### config.mk
export PLATFORM = sky130hd
export DESIGN_NAME = frog_death_monitor
export DESIGN_NICKNAME = d
export VERILOG_FILES = /design/src/rtl/frogger_pkg.sv /design/src/rtl/frog_death_monitor_life_timer.sv /design/src/rtl/frog_death_monitor.sv
export SDC_FILE = /design/constraint.sdc
export NUM_CORES = 1
export LEC_CHECK = 0
export BUFFER_PORTS_ARGS = -buffer_cell sky130_fd_sc_hd__buf_4
export CAP_MARGIN = 15
export CORE_ASPECT_RATIO = 0.7
export CORE_MARGIN = 4
export CORE_UTILIZATION = 29
export CTS_CLUSTER_SIZE = 12
export DETAILED_ROUTE_END_ITERATION = 10
export GPL_TIMING_DRIVEN = 0
export PLACE_DENSITY = 0.55
export SETUP_SLACK_MARGIN = 0.4
export SKIP_LAST_GASP = 1
export SLEW_MARGIN = 15
export SYNTH_ARGS = -nofsm -noshare
export SYNTH_HDL_FRONTEND = slang
export SYNTH_SLANG_ARGS = --single-unit
### constraint.sdc
create_clock -name clk -period 3.8 [get_ports clk]
set_clock_uncertainty 0.15 [all_clocks]
set_input_delay 0.76 -clock clk [delete_from_list [all_inputs] [get_ports clk]]
set_output_delay 0.76 -clock clk [all_outputs]
set_load 0.005 [all_outputs]
### src/rtl/frogger_pkg.sv
// frogger_pkg
// Shared definitions for the frog death monitor slice.
//   death_state_t    : life-cycle states of the frog (ALIVE/DYING/RESPAWN/DEAD)
//   TIME_LIMIT_DEF   : default ticks allowed per life
//   DEATH_TICKS_DEF  : default ticks the frog stays frozen after a death
//   TIME_W           : width of the per-life time counter (holds up to 63)
package frogger_pkg;

    typedef enum logic [1:0] {
        ST_ALIVE   = 2'd0,
        ST_DYING   = 2'd1,
        ST_RESPAWN = 2'd2,
        ST_DEAD    = 2'd3
    } death_state_t;

    localparam int TIME_LIMIT_DEF  = 30;
    localparam int DEATH_TICKS_DEF = 4;
    localparam int TIME_W          = 6;

endpackage

### src/rtl/frog_death_monitor_life_timer.sv
// life_timer
// Per-life down counter. Reloads to LIMIT on load_i (and on reset), counts
// down by one on each tick_i unless hold_i is set, and saturates at zero.
//   clk      : system clock
//   reset    : asynchronous, active-high; forces count to LIMIT
//   load_i   : reload count to LIMIT (wins over ticking)
//   tick_i   : game-step strobe
//   hold_i   : freeze the count
//   count_o  : registered remaining ticks
//   expire_o : this tick consumes the last remaining tick
module life_timer
    import frogger_pkg::*;
#(
    parameter int LIMIT = TIME_LIMIT_DEF,
    parameter int W     = TIME_W
) (
    input  logic         clk,
    input  logic         reset,
    input  logic         load_i,
    input  logic         tick_i,
    input  logic         hold_i,
    output logic [W-1:0] count_o,
    output logic         expire_o
);

    logic [W-1:0] count_q;
    logic         step;

    assign step = tick_i && !hold_i;

    always_ff @(posedge clk or posedge reset) begin
        if (reset) begin
            count_q <= W'(LIMIT);
        end else if (load_i) begin
            count_q <= W'(LIMIT);
        end else if (step && (count_q != '0)) begin
            count_q <= count_q - W'(1);
        end
    end

    assign expire_o = step && (count_q == W'(1));
    assign count_o  = count_q;

endmodule

### src/rtl/frog_death_monitor.sv
// frog_death_monitor
// Watches the frog for collisions and per-life timeouts, emits a single loss
// pulse per death, freezes the frog for DEATH_TICKS ticks, then requests a
// respawn. Once the life counter reports game_over the monitor parks in DEAD
// until reset.
//   clk        : system clock, rising edge
//   reset      : asynchronous, active-high
//   tick       : one-clk game-step strobe
//   frog_col   : current frog column
//   hazard_row : hazard occupancy of the frog's row, bit i = column i
//   game_over  : lives exhausted (from the downstream life counter)
//   loss       : one-clk pulse per death
//   respawn    : one-clk pulse, frog returns to start square
//   frozen     : frog input must be ignored
//   time_left  : remaining ticks of the current life
module frog_death_monitor
    import frogger_pkg::*;
#(
    parameter int TIME_LIMIT  = TIME_LIMIT_DEF,
    parameter int DEATH_TICKS = DEATH_TICKS_DEF
) (
    input  logic        clk,
    input  logic        reset,
    input  logic        tick,
    input  logic [3:0]  frog_col,
    input  logic [15:0] hazard_row,
    input  logic        game_over,
    output logic        loss,
    output logic        respawn,
    output logic        frozen,
    output logic [5:0]  time_left
);

    // Keep the limits inside what the 6-bit counter and death counter can hold.
    localparam int TL = (TIME_LIMIT > 63) ? 63 : ((TIME_LIMIT < 1) ? 1 : TIME_LIMIT);
    localparam int DT = (DEATH_TICKS < 1) ? 1 : DEATH_TICKS;
    localparam int DW = $clog2(DT + 1);

    death_state_t      state_q;
    logic [DW-1:0]     death_q;
    logic              loss_q;
    logic              respawn_q;
    logic              frozen_q;

    logic              collision;
    logic              timeout;
    logic              timer_load;
    logic              timer_hold;
    logic              death_last;
    logic [TIME_W-1:0] timer_count;

    // Collision is checked every clk, independent of tick.
    assign collision  = hazard_row[frog_col];
    assign death_last = (death_q <= DW'(1));
    // The life timer only runs while alive; it is reloaded as we leave DYING
    // so time_left already shows the fresh budget during the RESPAWN clk.
    assign timer_hold = (state_q != ST_ALIVE);
    assign timer_load = (state_q == ST_DYING) && tick && death_last;

    life_timer #(
        .LIMIT (TL),
        .W     (TIME_W)
    ) u_life_timer (
        .clk      (clk),
        .reset    (reset),
        .load_i   (timer_load),
        .tick_i   (tick),
        .hold_i   (timer_hold),
        .count_o  (timer_count),
        .expire_o (timeout)
    );

    always_ff @(posedge clk or posedge reset) begin
        if (reset) begin
            state_q   <= ST_ALIVE;
            death_q   <= '0;
            loss_q    <= 1'b0;
            respawn_q <= 1'b0;
            frozen_q  <= 1'b0;
        end else begin
            loss_q    <= 1'b0;
            respawn_q <= 1'b0;
            case (state_q)
                ST_ALIVE: begin
                    // game_over takes precedence: no loss pulse when lives are gone.
                    if (game_over) begin
                        state_q  <= ST_DEAD;
                        frozen_q <= 1'b1;
                    end else if (collision || timeout) begin
                        state_q  <= ST_DYING;
                        death_q  <= DW'(DT);
                        loss_q   <= 1'b1;
                        frozen_q <= 1'b1;
                    end
                end
                ST_DYING: begin
                    if (tick) begin
                        if (death_last) begin
                            state_q   <= ST_RESPAWN;
                            death_q   <= '0;
                            respawn_q <= 1'b1;
                        end else begin
                            death_q <= death_q - DW'(1);
                        end
                    end
                end
                ST_RESPAWN: begin
                    if (game_over) begin
                        state_q <= ST_DEAD;
                    end else begin
                        state_q  <= ST_ALIVE;
                        frozen_q <= 1'b0;
                    end
                end
                ST_DEAD: begin
                    // Absorbing until reset.
                end
            endcase
        end
    end

    assign loss      = loss_q;
    assign respawn   = respawn_q;
    assign frozen    = frozen_q;
    assign time_left = timer_count;

endmodule

[Yosys cells after proc, flatten, opt, wreduce, memory -nomap -nowiden]
Cells that the tools add are included.
Storage, ports and cells
  flip-flop bits (word level): 14
  latch bits: 0
  bits in writable memories: 0
  ROM bits: 0
  input port bits: 24
  output and inout bits: 9
  logic and storage cells: 61
  memories kept: 0
Cells by class
  add/sub/neg operators: 2
  multipliers: 0
  div/mod/pow operators: 0
  $lt $le $gt $ge: 2
  equal/unequal tests: 9
  shifts and indexed selects: 0
  muxes and demuxes: 25
  bitwise gates (word level): 0
  reductions and logical operators: 17
Operators by type and width (number)
  2-to-1 mux 3 bit: 4
  2-to-1 mux 6 bit: 2
  2-to-1 mux 1 bit: 10
  2-to-1 mux 2 bit: 5
  inequality test 2 bit (second input constant): 5
  AND reduction 4 bit: 2
  nonzero test 2 bit: 4
  equality test 6 x 1 -> 1 bit (second input constant): 1
  one-hot mux 2 bit (3 select lines): 1
  one-hot mux 3 bit (2 select lines): 1
  nonzero test 6 bit: 1
  subtractor 6 x 1 -> 6 bit (second input constant): 1
  logical AND 1 bit: 5
  < comparator 4 x 5 -> 1 bit (second input constant): 1
  binary-select mux 1 bit (select 4 bit): 1
  <= comparator 3 x 1 -> 1 bit (second input constant): 1
  inequality test 3 bit (second input constant): 1
  AND reduction 3 bit: 1
  nonzero test 3 bit: 1
  subtractor 3 x 1 -> 3 bit (second input constant): 1
  equality test 2 x 1 -> 1 bit (second input constant): 1
  equality test 2 bit (second input constant): 1
  logical NOT 2 bit: 1
  one-hot mux 1 bit (2 select lines): 1
  other kinds (2): 2

[Logic depth before layout (Yosys ltp)]
  depth in word-level cells: 8
  gate-level depth with buffers: 7
  depth with buffers taken out: 7

[Hierarchy]
From an unflattened synthesis, not the netlist that was laid out.
Second synthesis, totals
  cells, all modules: 121
  area total of the unflattened synthesis: 1124.8 um2
By module, submodules not included
  frog_death_monitor: times used 1, cells an instance 81, area each 734.5 um2, sequential area each 200.2 um2
  life_timer: times used 1, cells an instance 40, area each 390.4 um2, sequential area each 155.1 um2

[Worst setup path before layout]
No wires, ideal clock.
  kind: input to register
  start point: input port frog_col[0]
  end point: register death_q[2]
  library setup time: 0.124 ns
  data arrival time: 2.120 ns
  data required time: 3.526 ns
  slack: 1.406 ns
  stages on the path: 6
  buffers on the path: 1
  path through: buf_6 > mux4_1 > a22o_1 > a211oi_2 > nor4_2 > a211o_1
Between the ends
  word-level cells in the longest chain between the ends: 5
RTL lines
  from (decl): RTL line frog_death_monitor.sv:25  | input logic [3:0] frog_col,
  binary-select mux 1 bit (select 4 bit): RTL line frog_death_monitor.sv:53  | assign collision = hazard_row[frog_col];
  2-to-1 mux 1 bit (not written as such): RTL line frog_death_monitor.sv:53
  logical OR 1 bit: RTL line frog_death_monitor.sv:89  | end else if (collision || timeout) begin
  inequality test 2 bit (no source line)
  AND reduction 4 bit (no source line)
  to (signal assigned): RTL line frog_death_monitor.sv:91  | death_q <= DW'(DT);
  to (signal assigned): RTL line frog_death_monitor.sv:103  | death_q <= death_q - DW'(1);
  to (decl): RTL line frog_death_monitor.sv:40  | logic [DW-1:0] death_q;
Every way passes these cells. The select of a mux whose other input is x is not followed.
A chain may end at the register's enable or synchronous reset.

[Worst setup path in the final report]
Same ends and word-level chain as after synthesis.

==> impl_results.md <==
- Status: complete, no violations
- Mapped Avg Cell Area: 10.31 um2
- Total Nets Final: 152
- CTS Buffer Depth: 2
- Met1 Usage GRT: 13.60%
- VDD IR max: 274.7 uV
- Antenna cells: 0
- Worst slack at placement: 1.309 ns
- Critical R2R Capture: u_life_timer.count_o[5]$_DFFE_PP0P_
- Initial Util: 31.12%
- Min Tclk post-route: 2.210 ns
- Die W: 74.48 um
- Post-route ant nets: 0
- Worst skew pair latency: 0.25 ns
- RR Startpoint: state_q[0]$_DFFE_PP0P_
- Pin slew with the least headroom to its limit: 0.5363 ns
- Fmax: 452.6 MHz
- PD cells: 562.9 mW/mm2
- Static Leak: 0.0005955 uW
- Mapped cell area: 897.1 um2
- Global-route wire length before repair: 3194 um
- CP Capture Type: flop
- Yosys top cell area share: 27.89%
- Crit path cell chain: buf_6 > mux4_1 > a22o_1 > a211oi_2 > nor4_2 > a211o_1
- M3 GR Usage: 3.853%
- Met2 GRT Util: 16.76%
- Synth Instances: 87
- Synth warn: 0
- Post-CTS Resized: 0
- Gpl congestion: 0.7560
- Post-synth EDFFs: 0
- Die outline area: 0.004061 mm2
- Worst setup SP type: input port
- Worst stage delay on the critical path: 0.54 ns
- Die height: 54.54 um
- Core Area: 0.002883 mm2
- GR peak layer: met2
- Fin crit share: 58.15%
- Most used DFF post-synth: dfrtp_1
- Worst hold path depth: 2
- Post-DP HPWL: 1538 um
- Slowest CP cell: mux4_1
- # fillers: 295
- Ys async rst share: 100.0%
- Seq/Total Area, Yosys: 39.61%
- Max-Slew Margin vs Limit: 64.21%
- Port buffer count: 31
- Drt drc: 0
- Grt total ovfl: 0
- R2r setup slk: 1.86 ns
- RSZ-0062 raised after global routing: no
- Reg area: 355.3 um2
- DRT Pass-1 Iters: 2
- Hold endpoint: frozen$_DFFE_PP0P_
- Syn Nets: 116
- Clock sinks: 14
- Hold Path Origin: frozen$_DFFE_PP0P_
- Yosys reg bits: 14
- Setup_tns: 0 ns
- Post-CTS setup buffer count: 0
- Hold Worst Slack: 0.3583 ns
- Worst Path Arrival: 2.19 ns
- Count of unique library cells instantiated by Yosys: 37
- Via density: 4.639
- Multi-input gate area: 495.5 um2
- Final Max Tran Viols: 0
- Cell with the most instances after synthesis: dfrtp_1
- Most frequent cells after synthesis: dfrtp_1 (10), inv_1 (8), nand2_1 (8), nor2_1 (8), ha_1 (5)
- R2R depth: 6
- Initial antenna violation count: 0
- TritonCTS clock tree: done
- Share of cells above drive strength 1: 37.70%
- Max Cap Violations: 0
- CTS Hold Buffers Added: 0
- WL final: 1883 um
- Crit Path Class: in -> reg
- Worst-path maximum fanout: 5
- Final worst slack: 1.590 ns
- Final hold vios: 0
- Placed cells: 154
- I/O pins: 33
- H-tree levels: 1
- Via count: 733
- Number of global-route vias before repair: 720
- Clock-pin slew on the worst setup and hold paths: 0.06 ns
- Hold crit path type: reg -> reg
- Routed len/inst: 11.92 um
- Total Routing Usage GR: 10.64%
- Detailed Route Iter0 Violations: 29
- Final Non-Filler Cells: 158
- CTS root buf: clkbuf_8
- Area grow syn2layout: 37.10%
- Synth area leader: dfrtp_1
- Cts bufs inserted: 3
- Synth area leaders: dfrtp_1 (28%), dfstp_2 (12%), ha_1 (7.0%)
- Worst path required time: 3.78 ns
- Final setup violation count: 0
- # rows: 16
- Largest net degree at the start of global routing: 15
[per-stage QoR]
| stage | power [uW] | utilization, % | cell area [um2] |
|---|---|---|---|
| 2_1_floorplan | 439.3 | - | 897.1 |
| 3_5_place_dp | 552.1 | 40.76 | 1175 |
| 5_1_grt | 757.9 | 42.66 | 1230 |
| 3_3_place_gp | 550.0 | 40.76 | 1175 |
| 4_1_cts | 703.8 | 42.66 | 1230 |
| 6_report | 692.3 | 42.66 | 1230 |
[flip-flops by register name, summed over array words and instances (netlist names)]
| signal | cells |
|---|---|
| loss | 1 |
| death_q | 3 |
| frozen | 1 |
| u_life_timer.count_o | 6 |
| respawn | 1 |
| state_q | 2 |
[routing by layer]
layer | up-vias | wire length, um | part of all wire, %
li1 | 380 | - | -
met1 | 335 | 873 | 46
met2 | 13 | 874 | 46
met3 | 5 | 104 | 5.5
met4 | 0 | 29 | 1.5
met5 | - | 0 | 0
[placed cells by master (no fill, tap or decap), drive strengths merged]
master,n
a22o,1
o31ai,2
a211o,1
a221oi,1
a21bo,1
clkbuf,4
or3,1
nand3,2
a31oi,1
o211ai,1
o21a,1
mux2i,2
o21bai,1
nor3b,1
nand2b,2
o32ai,1
buf,33
a21boi,1
nor4,3
a211oi,1
nand2,8
nor2b,4
nor2,8
mux4,3
xor2,1
and3,3
inv,8
dfrtp,10
a21oi,1
o22ai,1
ha,5
nor3,1
xnor2,3
o21ai,1
dfstp,4
[cell type report]
type | instances | share of cell area (%)
clock buffer | 4 | 4.476
tap | 36 | 3.662
sequential | 14 | 28.89
multi-input combinational | 63 | 40.28
inverter | 8 | 2.442
timing repair buffer | 31 | 18.92
buffer | 2 | 1.322
[power breakdown]
part | internal [uW] | total, uW | leakage, uW | switching [uW]
Sequential | 223 | 286 | 0.000164 | 62.9
Clock | 91.8 | 146 | 0.0000288 | 53.8
Combinational | 148 | 260 | 0.000402 | 113
[worst max-delay path by stage]
| stage | startpoint | endpoint | slack, ns | cells past startpoint |
|---|---|---|---|---|
| after global placement | frog_col[0] | death_q[2]$_DFFE_PP0P_ | 1.31 | 6 |
| after global routing | frog_col[0] | death_q[2]$_DFFE_PP0P_ | 1.51 | 6 |
| after floorplan | frog_col[0] | death_q[2]$_DFFE_PP0P_ | 1.41 | 6 |
| after detailed placement | frog_col[0] | death_q[2]$_DFFE_PP0P_ | 1.31 | 6 |
| final | frog_col[0] | death_q[2]$_DFFE_PP0P_ | 1.59 | 6 |
| after CTS | frog_col[0] | death_q[2]$_DFFE_PP0P_ | 1.57 | 6 |
[logic make-up after synthesis]
family | Yosys count | synth area share [%]
adder cells (fa/ha/maj) | 5 | 6.974
buffers and inverters | 10 | 5.160
multiplexers | 5 | 10.60
AND/OR/NAND/NOR | 33 | 18.97
flip-flops | 14 | 39.61
AO/OA/AOI/OAI | 16 | 14.79
XOR/XNOR | 4 | 3.906
[worst max-delay path: cells and delay by family]
family	cells	cell delay, ns
buffers and inverters	1	0.10
AO/OA/AOI/OAI	3	0.68
multiplexers	1	0.54
AND/OR/NAND/NOR	1	0.11
Note: power is estimated with default switching activity, not from simulation.
